<file path="src/rtl/imem_arbiter.sv">
// Two-port read arbiter in front of the synchronous instruction memory.
// Port 0 is core fetch and port 1 is debug readout; each returned word is routed back by tag.
module imem_arbiter #(
  parameter int ADDR_W     = 8,
  parameter int DATA_W     = 32,
  parameter int RD_LAT     = 1,
  parameter int PRIO_FIXED = 0
) (
  input  logic              clk,
  input  logic              reset,
  input  logic              req0,
  input  logic [ADDR_W-1:0] addr0,
  output logic              gnt0,
  output logic              rvalid0,
  output logic [DATA_W-1:0] rdata0,
  input  logic              req1,
  input  logic [ADDR_W-1:0] addr1,
  output logic              gnt1,
  output logic              rvalid1,
  output logic [DATA_W-1:0] rdata1,
  output logic [ADDR_W-1:0] mem_addr,
  input  logic [DATA_W-1:0] mem_rdata,
  output logic              busy
);

  typedef struct packed {
    logic valid;
    logic port_id;
  } tag_t;

  tag_t              tag_q [RD_LAT];
  logic              last_winner;
  logic [ADDR_W-1:0] addr_hold;
  logic              pick1;
  tag_t              tag_out;

  always_comb begin
    pick1 = 1'b0;
    gnt0  = 1'b0;
    gnt1  = 1'b0;
    if (req0 && req1)
      pick1 = (PRIO_FIXED == 0) && !last_winner;
    else
      pick1 = req1;
    if (!reset) begin
      gnt0 = req0 && !pick1;
      gnt1 = req1 && pick1;
    end
  end

  // Idle cycles replay the last address so the memory input stays quiet.
  always_comb begin
    mem_addr = addr_hold;
    if (gnt1)
      mem_addr = addr1;
    else if (gnt0)
      mem_addr = addr0;
  end

  always_ff @(posedge clk or posedge reset) begin
    if (reset) begin
      last_winner <= 1'b1;
      addr_hold   <= '0;
      for (int i = 0; i < RD_LAT; i++)
        tag_q[i] <= '0;
    end else begin
      if (gnt0 || gnt1) begin
        last_winner <= gnt1;
        addr_hold   <= mem_addr;
      end
      tag_q[0] <= '{valid: gnt0 || gnt1, port_id: gnt1};
      for (int i = 1; i < RD_LAT; i++)
        tag_q[i] <= tag_q[i-1];
    end
  end

  always_comb begin
    busy = 1'b0;
    for (int i = 0; i < RD_LAT; i++)
      busy = busy || tag_q[i].valid;
  end

  assign tag_out = tag_q[RD_LAT-1];
  assign rvalid0 = tag_out.valid && !tag_out.port_id;
  assign rvalid1 = tag_out.valid && tag_out.port_id;
  assign rdata0  = mem_rdata;
  assign rdata1  = mem_rdata;

endmodule

</file>
<file path="config.mk">
export PLATFORM = sky130hd
export DESIGN_NAME = imem_arbiter
export DESIGN_NICKNAME = d
export VERILOG_FILES = /design/src/rtl/imem_arbiter.sv
export SDC_FILE = /design/constraint.sdc
export NUM_CORES = 1
export LEC_CHECK = 0
export CORE_MARGIN = 2
export CORE_UTILIZATION = 27
export DETAILED_ROUTE_END_ITERATION = 8
export HOLD_SLACK_MARGIN = 0.02
export PLACE_DENSITY_LB_ADDON = 0.12
export SLEW_MARGIN = 40
export SYNTH_ARGS = -nofsm -noshare
export SYNTH_HDL_FRONTEND = slang
export SYNTH_SLANG_ARGS = --single-unit
</file>
<file path="constraint.sdc">
create_clock -name clk -period 1.7 [get_ports clk]
set_input_delay 0.255 -clock clk [delete_from_list [all_inputs] [get_ports clk]]
set_output_delay 0.255 -clock clk [all_outputs]
set_load 0.1 [all_outputs]
</file>
# Word level (Yosys, flattened, before mapping)
# Cells that the tools add are included.
[op_classes]
n_mux = 5
n_reduce_logical = 9
[ops]
columns = ["op", "n"]
rows = [
  ["two-way mux 8 bit", 2],
  ["logical AND 1 bit", 5],
  ["zero test 1 bit", 3],
  ["two-way mux 1 bit", 3],
  ["logical OR 1 bit", 1],
]
[totals]
register_bits = 11
out_inout_bits = 77

# Logic depth before layout (Yosys ltp)
# Gate-level depths: netlist (run 1).
[depth]
word_depth = 7
depth_mapped = 4
mapped_depth_nobuf = 3

# Worst setup path after synthesis (run 1)
# Ideal clock, no wire load.
[synth_path]
path_kind = "reg2out"
startpoint = "register tag_q, in the netlist busy"
endpoint = "output port rvalid0"
arrival_ps = 2356
required_ps = 1445
setup_slack_ps = -911
path_stages_with_launch = 2
path_cell_list = "dfrtp_1 nor2b_1"
[synth_between]
elab_chain_cells = 1
[synth_rtl]
columns = ["element", "line", "text"]
rows = [
  ["from (decl)", "31", "tag_t tag_q [RD_LAT];"],
  ["from (signal, indexed assignment)", "73", "tag_q[i] <= tag_q[i-1];"],
  ["logical AND 1 bit", "84", "assign rvalid0 = tag_out.valid && !tag_out.port_id;"],
  ["to (decl)", "14", "output logic rvalid0,"],
]
# Every way passes these cells.

# Worst setup path in the final report (run 1)
[layout_path]
startpoint = "register last_winner"
endpoint = "output port mem_addr[7]"
[layout_between]
elab_chain_cells = 7
elab_cells_between_ends = 9
cone_classes = "5 x mux; 4 x reduce/logical"
[layout_rtl]
columns = ["element", "line", "text"]
rows = [
  ["from (decl)", "32", "logic last_winner;"],
  ["from (signal assigned)", "68", "last_winner <= gnt1;"],
  ["zero test 1 bit *", "42", "pick1 = (PRIO_FIXED == 0) && !last_winner;"],
  ["two-way mux 1 bit *", "41", "if (req0 && req1)"],
  ["zero test 1 bit", "46", "gnt0 = req0 && !pick1;"],
  ["logical AND 1 bit", "46", ""],
  ["two-way mux 1 bit", "45", "if (!reset) begin"],
  ["two-way mux 8 bit", "56", "else if (gnt0)"],
  ["two-way mux 8 bit *", "54", "if (gnt1)"],
  ["to (decl)", "21", "output logic [ADDR_W-1:0] mem_addr,"],
]
# Mark *: on every way between the ends. The rest lies on a longest branch, timed or not.

==> results of run 1 <==
cell usage in the layout, fill, tap and decap left out, drive strengths merged:
| cell type | Yosys | routed |
|---|---|---|
| a221o | 16 | 16 |
| dfstp | 1 | 1 |
| dfrtp | 10 | 10 |
| nand2b | 2 | 2 |
| clkdlybuf4s50 | 0 | 16 |
| nand2 | 1 | 1 |
| buf | 66 | 24 |
| dlygate4sd2 | 0 | 3 |
| o21bai | 1 | 1 |
| nor2b | 1 | 1 |
| a21oi | 2 | 2 |
| inv | 3 | 3 |
| o21ai | 1 | 1 |
| and2 | 9 | 9 |
| clkbuf | 0 | 4 |
| bufbuf | 0 | 1 |
cell type report:
type / count / area share
repair buffers: 44 / 0.431
multi-input cells: 33 / 0.287
flip-flops and latches: 11 / 0.199
well taps: 48 / 0.0430
clock buffers: 4 / 0.0322
inverters: 3 / 0.00806
critical path, stage by stage, from the launching register on:
cell                      delay (ns)
sky130_fd_sc_hd__dfstp_2        0.57
sky130_fd_sc_hd__a21oi_4        0.08
sky130_fd_sc_hd__buf_12         0.14
sky130_fd_sc_hd__a221o_4        0.36
sky130_fd_sc_hd__buf_12         0.17
per-stage QoR:
step / hold WS [ns] / setup WS [ns]
floorplan: 0.107 / 0.000539
global placement: 0.511 / -0.299
detailed placement: 0.511 / -0.302
CTS: 0.211 / -0.118
global route: 0.258 / -0.155
finish: 0.197 / -0.115
state kept, by name, indices dropped and copies added, names as in the netlist:
signal and count:
tag_out 1, last_winner 1, busy 1, addr_hold 8
kinds of logic after synthesis:
kind of cell / after synthesis / share of synthesized area
buffers and inverters: 69 / 0.476
AO/OA/AOI/OAI: 20 / 0.193
AND/OR/NAND/NOR: 13 / 0.0752
flip-flops: 11 / 0.256
worst paths after layout:
check / startpoint / slack (ns) / end
max: last_winner / -0.11 / mem_addr[7]
min: reset / 0.20 / addr_hold[2]
max reg2reg: last_winner / 0.13 / addr_hold[0]
min reg2reg: last_winner / 0.53 / last_winner
max in group asynchronous: reset / 1.17 / last_winner
min in group clk: mem_rdata[1] / 0.51 / rdata0[1]
layer usage:
layer  global-route usage  wire length (um)  up-vias
li1                     -                 -      289
met1                0.121               876      290
met2                0.170              1140       54
met3               0.0583               371       11
met4               0.0383                30        0
met5                    0                 0        -
power breakdown:
part	leakage (nW)	switching, mW	internal (mW)
clock	0.0228	0.0937	0.164
sequential	0.133	0.0148	0.304
combinational	0.443	0.428	0.332
total	0.599	0.536	0.800
timing repair:
item / in CTS / in global routing
gates resized for setup: 9 / 0
setup buffers: 6 / 0
cloned: 2 / 0
pin swaps: 1 / 1
endpoints found under the setup margin: 10 / 9
==> flow_summary.yaml, run 1 <==
timing:
  rsz0062_at_grt: "yes"
  layout_min_cycle_time_ns: 1.81
  slew_margin_rel: 0.715
  finalHoldViolCount: 0
  worst-slew-pin-transition_ns: 0.428
  maxClockFrequency_mhz: 551
  clock_skew_ns: 0.00282
  finalWorstSetupSlack_ns: -0.115
  timing.final.crit_share: 1.07
  timing.final.max_slew_violations: 0
  fin_tns_setup_ns: -0.879
  final-setup-viol-count: 8
worst_setup_path:
  critical_path_class: "flop to output pin"
  worst-endpoint-arrival_ns: 1.56
  required_worst_endpoint_ns: 1.44
  worstPathMaxFanout: 6
  rr_worst_depth: 5
  endpoint_kind: "output pin"
  critical_path.startpoint_type: "flop"
drt:
  average_wire_per_cell_in_the_routed_design_um: 16.9
  routed_wl_um: 2420
  number_of_vias_after_detailed_routing: 644
  detail-route-antenna-nets: 0
  drt_first_pass_iters: 2
  via_per_inst: 4.50
  drtIter0Drc: 17
  remaining_drc_errors: 0
layout:
  fillers: 389
  finalNonFillerCells: 143
  share_of_post_route_cells_with_drive_strength_above_1: 0.474
  seqCellArea_um2: 278
  post_layout_util: 0.373
  final_nets: 148
  syn_to_final_growth_pct: 29.3
  layout.cell_area.non_filler_mm2: 0.00140
  multi_input_area_um2: 402
  antenna_cells: 0
pwr:
  worst_case_vdd_ir_drop_mv: 0.370
  report.power.total_mw: 1.34
  power_density_mw_per_mm2: 956
  cellLeakagePower_nw: 0.599
floorplan:
  die_width_um: 67.3
  design.portCount: 129
  initial_cell_density_of_the_core: 0.289
  floorplan.rows: 22
  placeableCoreArea_mm2: 0.00374
  die_height_um: 67.3
  dieArea_mm2: 0.00453
synth:
  yosysWarnings: 0
  yosys-top-cells-area: "sky130_fd_sc_hd__buf_4 44%, sky130_fd_sc_hd__dfrtp_1 23%, sky130_fd_sc_hd__a221o_1 15%, sky130_fd_sc_hd__and2_1 5.2%, sky130_fd_sc_hd__a21oi_4 3.0%"
  synth_commonest_cells: "64 x sky130_fd_sc_hd__buf_4, 16 x sky130_fd_sc_hd__a221o_1, 10 x sky130_fd_sc_hd__dfrtp_1"
  synth-main-ff-cell: "sky130_fd_sc_hd__dfrtp_1"
  synthesis.nets: 165
  synth_async_sr_flop_share: 1.00
  synth_area_leader_cell: "sky130_fd_sc_hd__buf_4"
  synthMostInstantiatedCell: "sky130_fd_sc_hd__buf_4"
  syn_area_per_cell_um2: 9.57
  synth_top_cell_area_share: 0.444
  yosysSeqAreaShare: 0.256
  yosys.cell_types.count: 14
  synthCells: 113
  synth_area_mm2: 0.00108
  synth_enable_flop_cells: 0
  yosys_register_bits: 11
grt:
  globalRouteTotalUtil: 0.107
  grt-ovfl-total: 0
  pin_count_of_the_biggest_net_entering_global_routing: 12
  grt_antenna_before_repair: 0
  grt_first_pass_wirelength_um: 3550
  grt_pass1_vias: 664
clock_network:
  cts.reportedPaths.clkPinSlew_ns: 0.05
  clock_latency_late_sink_ns: 0.23
  cts.htree.levels: 1
  cts-root-to-sink-buffers: 2
  hold_buffers: 0
  numCtsBuffers: 3
  clock_sinks: 11
  cts_tree: "built"
  ctsRootBufferMaster: "sky130_fd_sc_hd__clkbuf_8"
job:
  timing.max_cap.violations: 0
placement:
  io_buffers: 32
  post_dp_area_mm2: 0.00127
  gpl.final_weighted_congestion: 0.648
  dpl.cell_count: 134
  dp.final_hpwl_um: 1710
min_path:
  class_of_the_worst_hold_path: "primary input to async pin"
status:
  status: "complete, but fails checks"
  failing_checks: "setup timing"
Power figures use the tool's default switching activity.
==> run 2: changes to the inputs <==
==> constraint.sdc (replaced) <==
create_clock -name clk -period 1.7 [get_ports clk]
set_input_delay 0.34 -clock clk [delete_from_list [all_inputs] [get_ports clk]]
set_output_delay 0.34 -clock clk [all_outputs]
set_load 0.1 [all_outputs]
==> run 2 against run 1 <==
The run still ends with setup timing left. Sequential power is essentially flat. Register-to-register slack lost 0.10 ns. Worst hold slack gained 0.030 ns. Routed wire length grew 5.1%. Sequential share of layout area shrank 0.92 points. Global-route usage grew 1.4 points. Critical path type unchanged. Highest routed layer unchanged.
==> flow_summary.yaml, run 2 (same netlist as run 1, synthesis figures left out) <==
status:
  status: "complete, but fails checks"
  failing_checks: "setup timing"
worst_setup_path:
  buffers_inverters_on_critical_path: 2
  endpoint_kind: "output pin"
  reg2reg_slack_ns: 0.03
  crit_path_end: "mem_addr[1]"
  critical_path_depth: 4
  worst_r2r_startpoint: "last_winner"
  worstPathCellList: "a21oi_4, buf_12, a221o_4, buf_12"
  crit_top_cell: "sky130_fd_sc_hd__buf_12"
  worst-endpoint-arrival_ns: 1.56
  regToRegEndpoint: "addr_hold[1]"
  timing.critical_path.max_delay_family: "flip-flops"
  critical_path_class: "flop to output pin"
  worstPathMaxFanout: 6
  critPathMaxStageDelay_ns: 0.57
  critical_path.startpoint_type: "flop"
  required_worst_endpoint_ns: 1.36
  setup.worst_path.start: "last_winner"
  cp_slowest_cell: "sky130_fd_sc_hd__dfstp_2"
  rr_worst_depth: 6
timing:
  layout_min_cycle_time_ns: 1.90
  final-setup-viol-count: 8
  slew_margin_rel: 0.725
  rsz0062_at_grt: "yes"
  finalWorstSetupSlack_ns: -0.201
  timing.final.max_slew_violations: 0
  worst-slew-pin-transition_ns: 0.412
  timing.final.crit_share: 1.12
  maxClockFrequency_mhz: 526
  finalHoldViolCount: 0
  clock_skew_ns: 0.00597
floorplan:
  die_width_um: 67.3
  die_height_um: 67.3
  design.portCount: 129
  placeableCoreArea_mm2: 0.00374
  dieArea_mm2: 0.00453
  floorplan.rows: 22
  initial_cell_density_of_the_core: 0.289
clock_network:
  cts.htree.levels: 1
  clock_sinks: 11
  hold_buffers: 0
  clock_latency_late_sink_ns: 0.24
  cts.reportedPaths.clkPinSlew_ns: 0.05
  cts-root-to-sink-buffers: 2
  ctsRootBufferMaster: "sky130_fd_sc_hd__clkbuf_8"
  cts_tree: "built"
  numCtsBuffers: 3
pwr:
  worst_case_vdd_ir_drop_mv: 0.388
  sw_share: 0.403
  total_switching_power_mw: 0.551
  seqPwrFrac: 0.234
  power.clock.fraction: 0.192
  power_density_mw_per_mm2: 931
  power_report.internal_total_mw: 0.814
  cellLeakagePower_nw: 0.640
  comb_power_share: 0.574
layout:
  syn_to_final_growth_pct: 35.5
  max_flop_register: "addr_hold"
  layout_common_cells: "16 x sky130_fd_sc_hd__clkdlybuf4s50_1, 14 x sky130_fd_sc_hd__buf_12, 14 x sky130_fd_sc_hd__buf_4"
  final_nets: 155
  largest_reg_flops: 8
  layout.cell_area.non_filler_mm2: 0.00147
  most_common_cell_after_layout_fill_and_taps_aside: "sky130_fd_sc_hd__clkdlybuf4s50_1"
  share_of_post_route_cells_with_drive_strength_above_1: 0.549
  antenna_cells: 0
  fillers: 369
  finalNonFillerCells: 150
drt:
  drtIter0Drc: 12
  via_per_inst: 4.51
  number_of_vias_after_detailed_routing: 676
  routed_wl_um: 2550
  remaining_drc_errors: 0
  detail-route-antenna-nets: 0
  average_wire_per_cell_in_the_routed_design_um: 17.0
  drt_first_pass_iters: 4
placement:
  io_buffers: 32
  dpl.cell_count: 138
  gpl.final_weighted_congestion: 0.652
  dp.final_hpwl_um: 1790
  post_dp_area_mm2: 0.00130
grt:
  grt_first_pass_wirelength_um: 3860
  grt_antenna_before_repair: 0
  grt_pass1_vias: 737
  globalRouteTotalUtil: 0.121
  grt-ovfl-total: 0
  pin_count_of_the_biggest_net_entering_global_routing: 12
job:
  timing.max_cap.violations: 0
min_path:
  class_of_the_worst_hold_path: "primary input to async pin"
==> run 2: cell types whose count changed in the layout (fill, tap and decap cells not counted), sizes merged <==
cell / delta
buf: +7
clkdlybuf4s15: +3
dlygate4sd2: -3
clkbuf: -1
clkinv: +1
==> run 2: how the worst min path moves through the flow <==
stage,to,startpoint
detailed placement,last_winner,last_winner
global route,addr_hold[2],reset
floorplan,addr_hold[0],reset
global placement,last_winner,last_winner
CTS,addr_hold[2],reset
finish,addr_hold[2],reset
==> run 2: routing by layer <==
layer	vias up	GRT usage	routed length (um)
li1	302	-	-
met1	297	0.135	910
met2	69	0.198	1220
met3	8	0.0700	389
met4	0	0.0306	22
met5	-	0	0
==> run 2: cell type report <==
type	instances	area, um^2	share of cell area
clock buffers	3	41.3	0.0282
clock inverters	1	5.00	0.00342
inverters	3	11.3	0.00769
multi-input cells	33	409	0.279
flip-flops and latches	11	278	0.190
well taps	48	60.1	0.0410
repair buffers	51	661	0.451
==> run 2: repair_timing <==
action | CTS | global route
hold endpoints to repair | 0 | 0
resized for setup | 14 | 1
pin swaps | 1 | 1
buffers inserted | 8 | 1
setup endpoints to repair | 10 | 12
cloned | 2 | 0
==> run 2: metrics by stage <==
step / power [mW] / setup WS (ns) / util / setup TNS [ns] / hold WS (ns)
2_1_floorplan: 1.49 / -0.0845 / - / -0.649 / 0.192
3_3_place_gp: 1.06 / -0.475 / 0.346 / -4.74 / 0.514
3_5_place_dp: 1.06 / -0.467 / 0.346 / -4.61 / 0.529
4_1_cts: 1.39 / -0.213 / 0.396 / -1.76 / 0.279
5_1_grt: 1.43 / -0.259 / 0.391 / -2.10 / 0.284
6_report: 1.36 / -0.201 / 0.391 / -1.57 / 0.227
==> run 2: worst reg2reg max path: stages (launching register included) <==
cell	delay, ns
sky130_fd_sc_hd__dfstp_2	0.57
sky130_fd_sc_hd__a21oi_4	0.08
sky130_fd_sc_hd__buf_4	0.14
sky130_fd_sc_hd__buf_4	0.12
sky130_fd_sc_hd__bufbuf_16	0.25
sky130_fd_sc_hd__buf_4	0.13
sky130_fd_sc_hd__a221o_1	0.28
==> run 2: power groups by stage <==
stage	clock network (mW)	registers [mW]	logic [mW]
2_1_floorplan	0	0.332	1.16
3_3_place_gp	0	0.326	0.737
3_5_place_dp	0	0.325	0.738
4_1_cts	0.272	0.319	0.798
5_1_grt	0.289	0.326	0.814
6_report	0.262	0.319	0.784
==> run 3: changes to the inputs <==
Settings changed: ABC_AREA set to 0, ABC_CLOCK_PERIOD_IN_PS set to 1700.
==> results of run 3 <==
Final layout, timing and power as in run 2 (identical DEF).
